## src/rtl/awg_pkg.sv

```systemverilog
// Shared constants and FSM encoding for the AWG sweep controller.
package awg_pkg;

  localparam int unsigned FW_W_DEFAULT    = 20;
  localparam int unsigned DWELL_W_DEFAULT = 24;
  localparam int unsigned SIN_PTS         = 256;

  localparam logic [1:0] MODE_OFF = 2'b00;
  localparam logic [1:0] MODE_LIN = 2'b01;
  localparam logic [1:0] MODE_SIN = 2'b10;

  typedef enum logic [2:0] {
    StIdle,
    StLoad,
    StDwell,
    StLinStep,
    StSinReq,
    StSinCalc
  } state_e;

endpackage

```

## src/rtl/sweep_sine_lut.sv

```systemverilog
// Sine LUT: s = round(127.5 * (1 + sin(2*pi*idx/256))), quarter-wave ROM with quadrant fold,
// one cycle registered latency.
module sweep_sine_lut (
  input  logic       clk,
  input  logic       rst,
  input  logic [7:0] idx,
  output logic [7:0] s
);

  localparam logic [7:0] QTR [64] = '{
    8'd128, 8'd131, 8'd134, 8'd137, 8'd140, 8'd143, 8'd146, 8'd149,
    8'd152, 8'd155, 8'd158, 8'd162, 8'd165, 8'd167, 8'd170, 8'd173,
    8'd176, 8'd179, 8'd182, 8'd185, 8'd188, 8'd190, 8'd193, 8'd196,
    8'd198, 8'd201, 8'd203, 8'd206, 8'd208, 8'd211, 8'd213, 8'd215,
    8'd218, 8'd220, 8'd222, 8'd224, 8'd226, 8'd228, 8'd230, 8'd232,
    8'd234, 8'd235, 8'd237, 8'd238, 8'd240, 8'd241, 8'd243, 8'd244,
    8'd245, 8'd246, 8'd248, 8'd249, 8'd250, 8'd250, 8'd251, 8'd252,
    8'd253, 8'd253, 8'd254, 8'd254, 8'd254, 8'd255, 8'd255, 8'd255
  };

  logic [6:0] addr;
  logic [7:0] mag;
  logic [7:0] s_d;

  // Odd quadrants mirror (64 - k); address 64 is the peak, which the ROM does not hold.
  // The lower half is 255 - upper, except idx 128 where the rounding tie breaks symmetry.
  always_comb begin
    addr = idx[6] ? (7'd64 - {1'b0, idx[5:0]}) : {1'b0, idx[5:0]};
    mag  = addr[6] ? 8'd255 : QTR[addr[5:0]];
    if (idx == 8'd128) begin
      s_d = 8'd128;
    end else begin
      s_d = idx[7] ? ~mag : mag;
    end
  end

  always_ff @(posedge clk or posedge rst) begin
    if (rst) begin
      s <= '0;
    end else begin
      s <= s_d;
    end
  end

endmodule

```

## src/rtl/awg_sweep_controller.sv

```systemverilog
// Frequency-word sequencer for the AWG: base passthrough, triangle or sinusoidal sweep.
// Define AWG_SWEEP_MARKER_EN to enable the endpoint marker pulse.
module awg_sweep_controller
  import awg_pkg::*;
#(
  parameter int unsigned FW_W    = FW_W_DEFAULT,
  parameter int unsigned DWELL_W = DWELL_W_DEFAULT
) (
  input  logic               clk,
  input  logic               rst,
  input  logic [1:0]         cfg_mode,
  input  logic [FW_W-1:0]    base_freq,
  input  logic [FW_W-1:0]    f_lo,
  input  logic [FW_W-1:0]    f_hi,
  input  logic [FW_W-1:0]    f_step,
  input  logic [DWELL_W-1:0] dwell,
  output logic [FW_W-1:0]    freq_word,
  output logic               freq_update,
  output logic               sweep_active,
  output logic               sweep_dir,
  output logic               marker
);

  localparam int unsigned IDX_W = $clog2(SIN_PTS);
  localparam logic [DWELL_W-1:0] CntOne = 1;

  state_e             state_q, state_d;
  logic [1:0]         mode_q;
  logic [FW_W-1:0]    freq_q, freq_d;
  logic               upd_q, upd_d;
  logic               dir_q, dir_d;
  logic [DWELL_W-1:0] cnt_q, cnt_d;
  logic [IDX_W-1:0]   idx_q, idx_d;
  logic [7:0]         lut_s;

  logic mode_chg, is_lin, is_sin, degen;
  logic [DWELL_W-1:0] dwell_ld;

  assign mode_chg = (cfg_mode != mode_q);
  assign is_lin   = (mode_q == MODE_LIN);
  assign is_sin   = (mode_q == MODE_SIN);
  assign degen    = (f_lo >= f_hi);
  assign dwell_ld = (dwell == '0) ? CntOne : dwell;

  sweep_sine_lut u_lut (
    .clk (clk),
    .rst (rst),
    .idx (idx_q),
    .s   (lut_s)
  );

  // Linear step, computed one bit wider so large steps cannot wrap.
  logic [FW_W-1:0] f_clamp, lin_f;
  logic [FW_W:0]   sum_up, lo_plus;
  logic            lin_hit_hi, lin_hit_lo, lin_dir;

  always_comb begin
    f_clamp = freq_q;
    if (freq_q < f_lo) begin
      f_clamp = f_lo;
    end else if (freq_q > f_hi) begin
      f_clamp = f_hi;
    end
    sum_up     = {1'b0, f_clamp} + {1'b0, f_step};
    lo_plus    = {1'b0, f_lo} + {1'b0, f_step};
    lin_hit_hi = (sum_up >= {1'b0, f_hi});
    lin_hit_lo = ({1'b0, f_clamp} <= lo_plus);
    if (!dir_q) begin
      lin_f   = lin_hit_hi ? f_hi : sum_up[FW_W-1:0];
      lin_dir = lin_hit_hi;
    end else begin
      lin_f   = lin_hit_lo ? f_lo : (f_clamp - f_step);
      lin_dir = !lin_hit_lo;
    end
  end

  // Sinusoidal point: f_lo + ((f_hi - f_lo) * s) >> 8.
  logic [FW_W-1:0]   span, sin_f;
  logic [FW_W+7:0]   prod;
  logic              unused_frac;

  assign span        = f_hi - f_lo;
  assign prod        = {8'b0, span} * {{FW_W{1'b0}}, lut_s};
  assign sin_f       = f_lo + prod[FW_W+7:8];
  assign unused_frac = ^prod[7:0];

  always_ff @(posedge clk or posedge rst) begin
    if (rst) begin
      state_q <= StIdle;
    end else begin
      state_q <= state_d;
    end
  end

  always_comb begin
    state_d = state_q;
    if (mode_chg) begin
      state_d = StLoad;
    end else begin
      unique case (state_q)
        StIdle:    state_d = StIdle;
        StLoad:    state_d = is_lin ? StDwell : (is_sin ? StSinReq : StIdle);
        StDwell:   if (cnt_q <= CntOne) state_d = is_sin ? StSinReq : StLinStep;
        StLinStep: state_d = StDwell;
        StSinReq:  state_d = StSinCalc;
        StSinCalc: state_d = StDwell;
        default:   state_d = StIdle;
      endcase
    end
  end

  // A mode change freezes the datapath for one cycle; LOAD then restarts cleanly.
  always_comb begin
    freq_d = freq_q;
    dir_d  = dir_q;
    cnt_d  = cnt_q;
    idx_d  = idx_q;
    if (!mode_chg) begin
      unique case (state_q)
        StIdle: freq_d = base_freq;
        StLoad: begin
          dir_d = 1'b0;
          idx_d = '0;
          if (is_lin) begin
            freq_d = f_lo;
            cnt_d  = dwell_ld;
          end
        end
        StDwell: cnt_d = cnt_q - CntOne;
        StLinStep: begin
          cnt_d = dwell_ld;
          if (degen) begin
            freq_d = f_lo;
          end else if (f_step != '0) begin
            freq_d = lin_f;
            dir_d  = lin_dir;
          end
        end
        StSinReq: ;
        StSinCalc: begin
          cnt_d  = dwell_ld;
          idx_d  = idx_q + 8'd1;
          freq_d = degen ? f_lo : sin_f;
        end
        default: ;
      endcase
    end
    upd_d = (freq_d != freq_q);
  end

  always_ff @(posedge clk or posedge rst) begin
    if (rst) begin
      mode_q <= MODE_OFF;
      freq_q <= '0;
      upd_q  <= 1'b0;
      dir_q  <= 1'b0;
      cnt_q  <= '0;
      idx_q  <= '0;
    end else begin
      mode_q <= cfg_mode;
      freq_q <= freq_d;
      upd_q  <= upd_d;
      dir_q  <= dir_d;
      cnt_q  <= cnt_d;
      idx_q  <= idx_d;
    end
  end

  assign freq_word    = freq_q;
  assign freq_update  = upd_q;
  assign sweep_active = is_lin | is_sin;
  assign sweep_dir    = dir_q & is_lin;

`ifdef AWG_SWEEP_MARKER_EN
  logic mark_d, mark_q;

  always_comb begin
    mark_d = 1'b0;
    if (!mode_chg && !degen && upd_d) begin
      if (state_q == StLinStep && f_step != '0 && !dir_q && lin_hit_hi) mark_d = 1'b1;
      if (state_q == StSinCalc && idx_q == '1) mark_d = 1'b1;
    end
  end

  always_ff @(posedge clk or posedge rst) begin
    if (rst) begin
      mark_q <= 1'b0;
    end else begin
      mark_q <= mark_d;
    end
  end

  assign marker = mark_q;
`else
  assign marker = 1'b0;
`endif

endmodule

```

## config.mk

```make
export PLATFORM = sky130hd
export DESIGN_NAME = awg_sweep_controller
export DESIGN_NICKNAME = d
export VERILOG_FILES = /design/src/rtl/awg_pkg.sv /design/src/rtl/sweep_sine_lut.sv /design/src/rtl/awg_sweep_controller.sv
export SDC_FILE = /design/constraint.sdc
export NUM_CORES = 1
export LEC_CHECK = 0
export CORE_MARGIN = 10
export CORE_UTILIZATION = 45
export DETAILED_ROUTE_END_ITERATION = 8
export PLACE_DENSITY = 0.61
export SLEW_MARGIN = 10
export SYNTH_ARGS = -nofsm -noshare
export SYNTH_HDL_FRONTEND = slang
export SYNTH_HIERARCHICAL = 1
export SYNTH_SLANG_ARGS = --single-unit
```

## constraint.sdc

```tcl
create_clock -name clk -period 18.2 [get_ports clk]
set_input_delay 2.73 -clock clk [delete_from_list [all_inputs] [get_ports clk]]
set_output_delay 2.73 -clock clk [all_outputs]
set_load 0.05 [all_outputs]
```

==> flow_metrics.tcl <==
set metrics [dict create \
    cts_max_level 3 \
    rsz0062_at_grt "false" \
    place.detailed.hpwl_um 56290 \
    path_max_fanout 10 \
    cts_tree "done" \
    clkSlewWorstSetupHoldPaths_ps 70 \
    slew_violations 0 \
    required_ps 18410 \
    gp_congestion 1.001 \
    multi_input_area_um2 15570 \
    critical_path_class "primary input to flop" \
    max_freq_mhz 75.21 \
    min_path_type "flop to flop" \
    num_antenna_cells 0 \
    postCtsSetupBuffers 0 \
    peakVddDrop_uv 88.44 \
    slowest_delay_ps 540 \
    synth_area_per_cell_um2 7.704 \
    yosys.area_share.simple_pct 22.16 \
    p_leak_uw 0.009305 \
    viasPerCell 6.172 \
    status "finished clean" \
    ys_warn_count 6 \
    clk_path_buf_depth 2 \
    fin_cells 3013 \
    seq_area_um2 1677 \
    fin_tns_setup_ps 0 \
    seq_area_frac_synth_pct 9.027 \
    synthXorXnorAreaFrac_pct 5.355 \
    synth-seq-cells 67 \
    power.total_uw 2288 \
    synth_ff_type "dfrtp_1" \
    grt_max_degree 60 \
    ant_nets 0 \
    place_area_um2 20330 \
    grt_overflow_total 0 \
    dpl.cell_count 2997 \
    ios 132 \
    grt_util_met2_pct 41.75 \
    root_buffer "clkbuf_16" \
    synth_compound_area_share_pct 24.28 \
    area_growth_syn_to_layout_pct 11.23 \
    grt_pass1_wl_um 106700 \
    maxSlewHeadroom_pct 8.549 \
    synthCells 2411 \
    die_h_um 223.2 \
    finalCritPeriodShare_pct 73.05 \
    finClkSkew_ps 14.04 \
    cts_buffers 9 \
    synth_area_leaders "ha_1 (16%), fa_1 (12%), dfrtp_1 (9.0%)" \
    drc_errors 0 \
    die_w_um 223.2 \
    vias 18600 \
    syn-num-nets 2868 \
    fin_nets 2933 \
    grt_use_met3_pct 6.015 \
    synth_mux_area_share_pct 3.833 \
    start_util_pct 45.49 \
    synth.distinct_cells 100 \
    hold_buffers 0 \
    busiest_layer "met2" \
    cts_resized 0 \
    num_rows 74 \
    yosysTopAreaCell "ha_1" \
    port_buffers 130 \
    synth_edf_count 0 \
    setup_viol 0 \
    finalInstanceArea_um2 20660 \
    worstPathArrival_ps 13510 \
    final_util_pct 50.60 \
    cp-start-kind "primary input" \
    synth_top_family_by_area "adder cells" \
    grt_usage_pct 27.03 \
    synth-adder-area-share_pct 28.04 \
    hold_viol 0 \
    finalWirelength_um 69710 \
    first_pass_iters 6 \
    antenna_found_initial 1 \
    grt_util_met1_pct 36.89 \
    powerDensity_nw_per_um2 110.7 \
    clk_latency_ps 360 \
    drt_iter0_drc 1872 \
    drive_gt1_share_pct 3.990 \
    drv_cap 0 \
    tightest_slew_ps 1353 \
    fillCellCount 4048 \
    synthArstFlopShare_pct 100.0 \
    fin_crit_ps 13300 \
    core_um2 40830 \
    dieArea_um2 49800 \
    wl_per_cell_um 23.14 \
    grt_pass1_vias 18050 \
    synth.top_cell.area_share_pct 15.96 \
    syn_area_um2 18570 \
    end_kind "flop" \
    cts.sinks 67 \
    cpMaxStageDelayCell "fa_1" \
]
-- layout make-up --
type,instances,area share (%)
Tap cell,532,3.222
Multi-Input combinational cell,1997,75.36
Sequential cell,67,8.115
Clock inverter,6,0.4300
Clock buffer,10,1.157
Inverter,244,4.433
Timing Repair Buffer,157,7.280
-- per-stage QoR --
step / setup WS [ps] / hold slack [ps]
finish: 4905 / 483.2
CTS: 4980 / 492.5
floorplan: 6589 / 443.2
global placement: 4991 / 460.8
detailed placement: 4646 / 478.8
global route: 4179 / 512.3
-- registers in the layout, summed over array words and instances, names as in the netlist --
register     cells
cnt_q           24
mode_q           2
idx_q            8
freq_word       20
u_lut/s          8
dir_q            1
state_q          3
freq_update      1
-- cell usage in the layout, fill, tap and decap left out, types with 35 or more instances in the layout --
master,Yosys,layout
and2_1,140,140
a21oi_1,173,173
o21ai_0,127,126
xor2_1,35,35
inv_1,241,240
a211oi_1,36,36
ha_1,237,237
nand2_1,169,169
nor3_1,64,61
clkdlybuf4s50_1,0,130
nand2b_1,36,36
nor2_1,156,155
a21o_1,49,49
nand3_1,62,62
mux2i_1,61,61
fa_1,112,112
dfrtp_1,67,67
xnor2_1,73,73
-- report_power, final --
part | leakage [uW] | switching, uW | internal, uW
logic | 0.00833 | 1100 | 692
registers | 0.000821 | 97.9 | 191
clock network | 0.000155 | 79.1 | 124
total | 0.00930 | 1280 | 1010
-- path summary, 6_finish.rpt --
path | start | endpoint | slack (ps) | cells after the start
worst max-delay path | f_lo[1] | freq_update | 4900 | 41
min in group asynchronous | rst | u_lut/s[6] | 2740 | 2
worst min register to register | cnt_q[12] | cnt_q[12] | 480 | 2
max in group asynchronous | rst | freq_word[2] | 14550 | 3
worst min-delay path | cnt_q[12] | cnt_q[12] | 480 | 2
worst max register to register | freq_word[5] | freq_update | 7990 | 37
-- critical path: cells and delay by family --
kind            cells  cell delay (ps)
simple gates        8             1790
xor+xnor            3              910
compound gates     18             4140
fa+ha+maj           7             3020
buf+inv             5              890
-- cell usage after synthesis, types with 12 or more instances --
library cell	count
a22oi_1	29
nand3_1	62
ha_1	237
buf_1	12
o31ai_1	12
or3_1	17
nor2b_1	34
a221oi_1	13
nand2_1	169
xnor2_1	73
clkbuf_1	71
buf_2	13
nand4_1	28
nand2b_1	36
mux2i_1	61
nor3_1	64
fa_1	112
xor2_1	35
a211oi_1	36
o21a_1	25
o21ai_1	12
and2_1	140
a31oi_1	26
and3_1	16
nor2_1	156
o21ai_0	127
nor4_1	23
a21oi_1	173
inv_1	241
a21o_1	49
o211ai_1	21
dfrtp_1	67
-- per-layer routing --
layer / vias to the layer above / share of wire (%)
met1: 9047 / 45
met5: - / 0.011
met4: 2 / 2.8
met3: 102 / 8.5
li1: 8708 / -
met2: 738 / 44
-- logic make-up (layout without fill, tap and decap cells) --
logic type | after synthesis | count (layout)
muxes | 70 | 70
xor gates and xnor gates | 111 | 111
and+or+nand+nor | 799 | 799
other | 1 | 1
buffers and inverters | 347 | 417
DFF | 67 | 67
AOI/OAI and AO/OA | 667 | 667
adders and majority gates | 349 | 349
No activity file was read; power rests on OpenSTA's default activity.
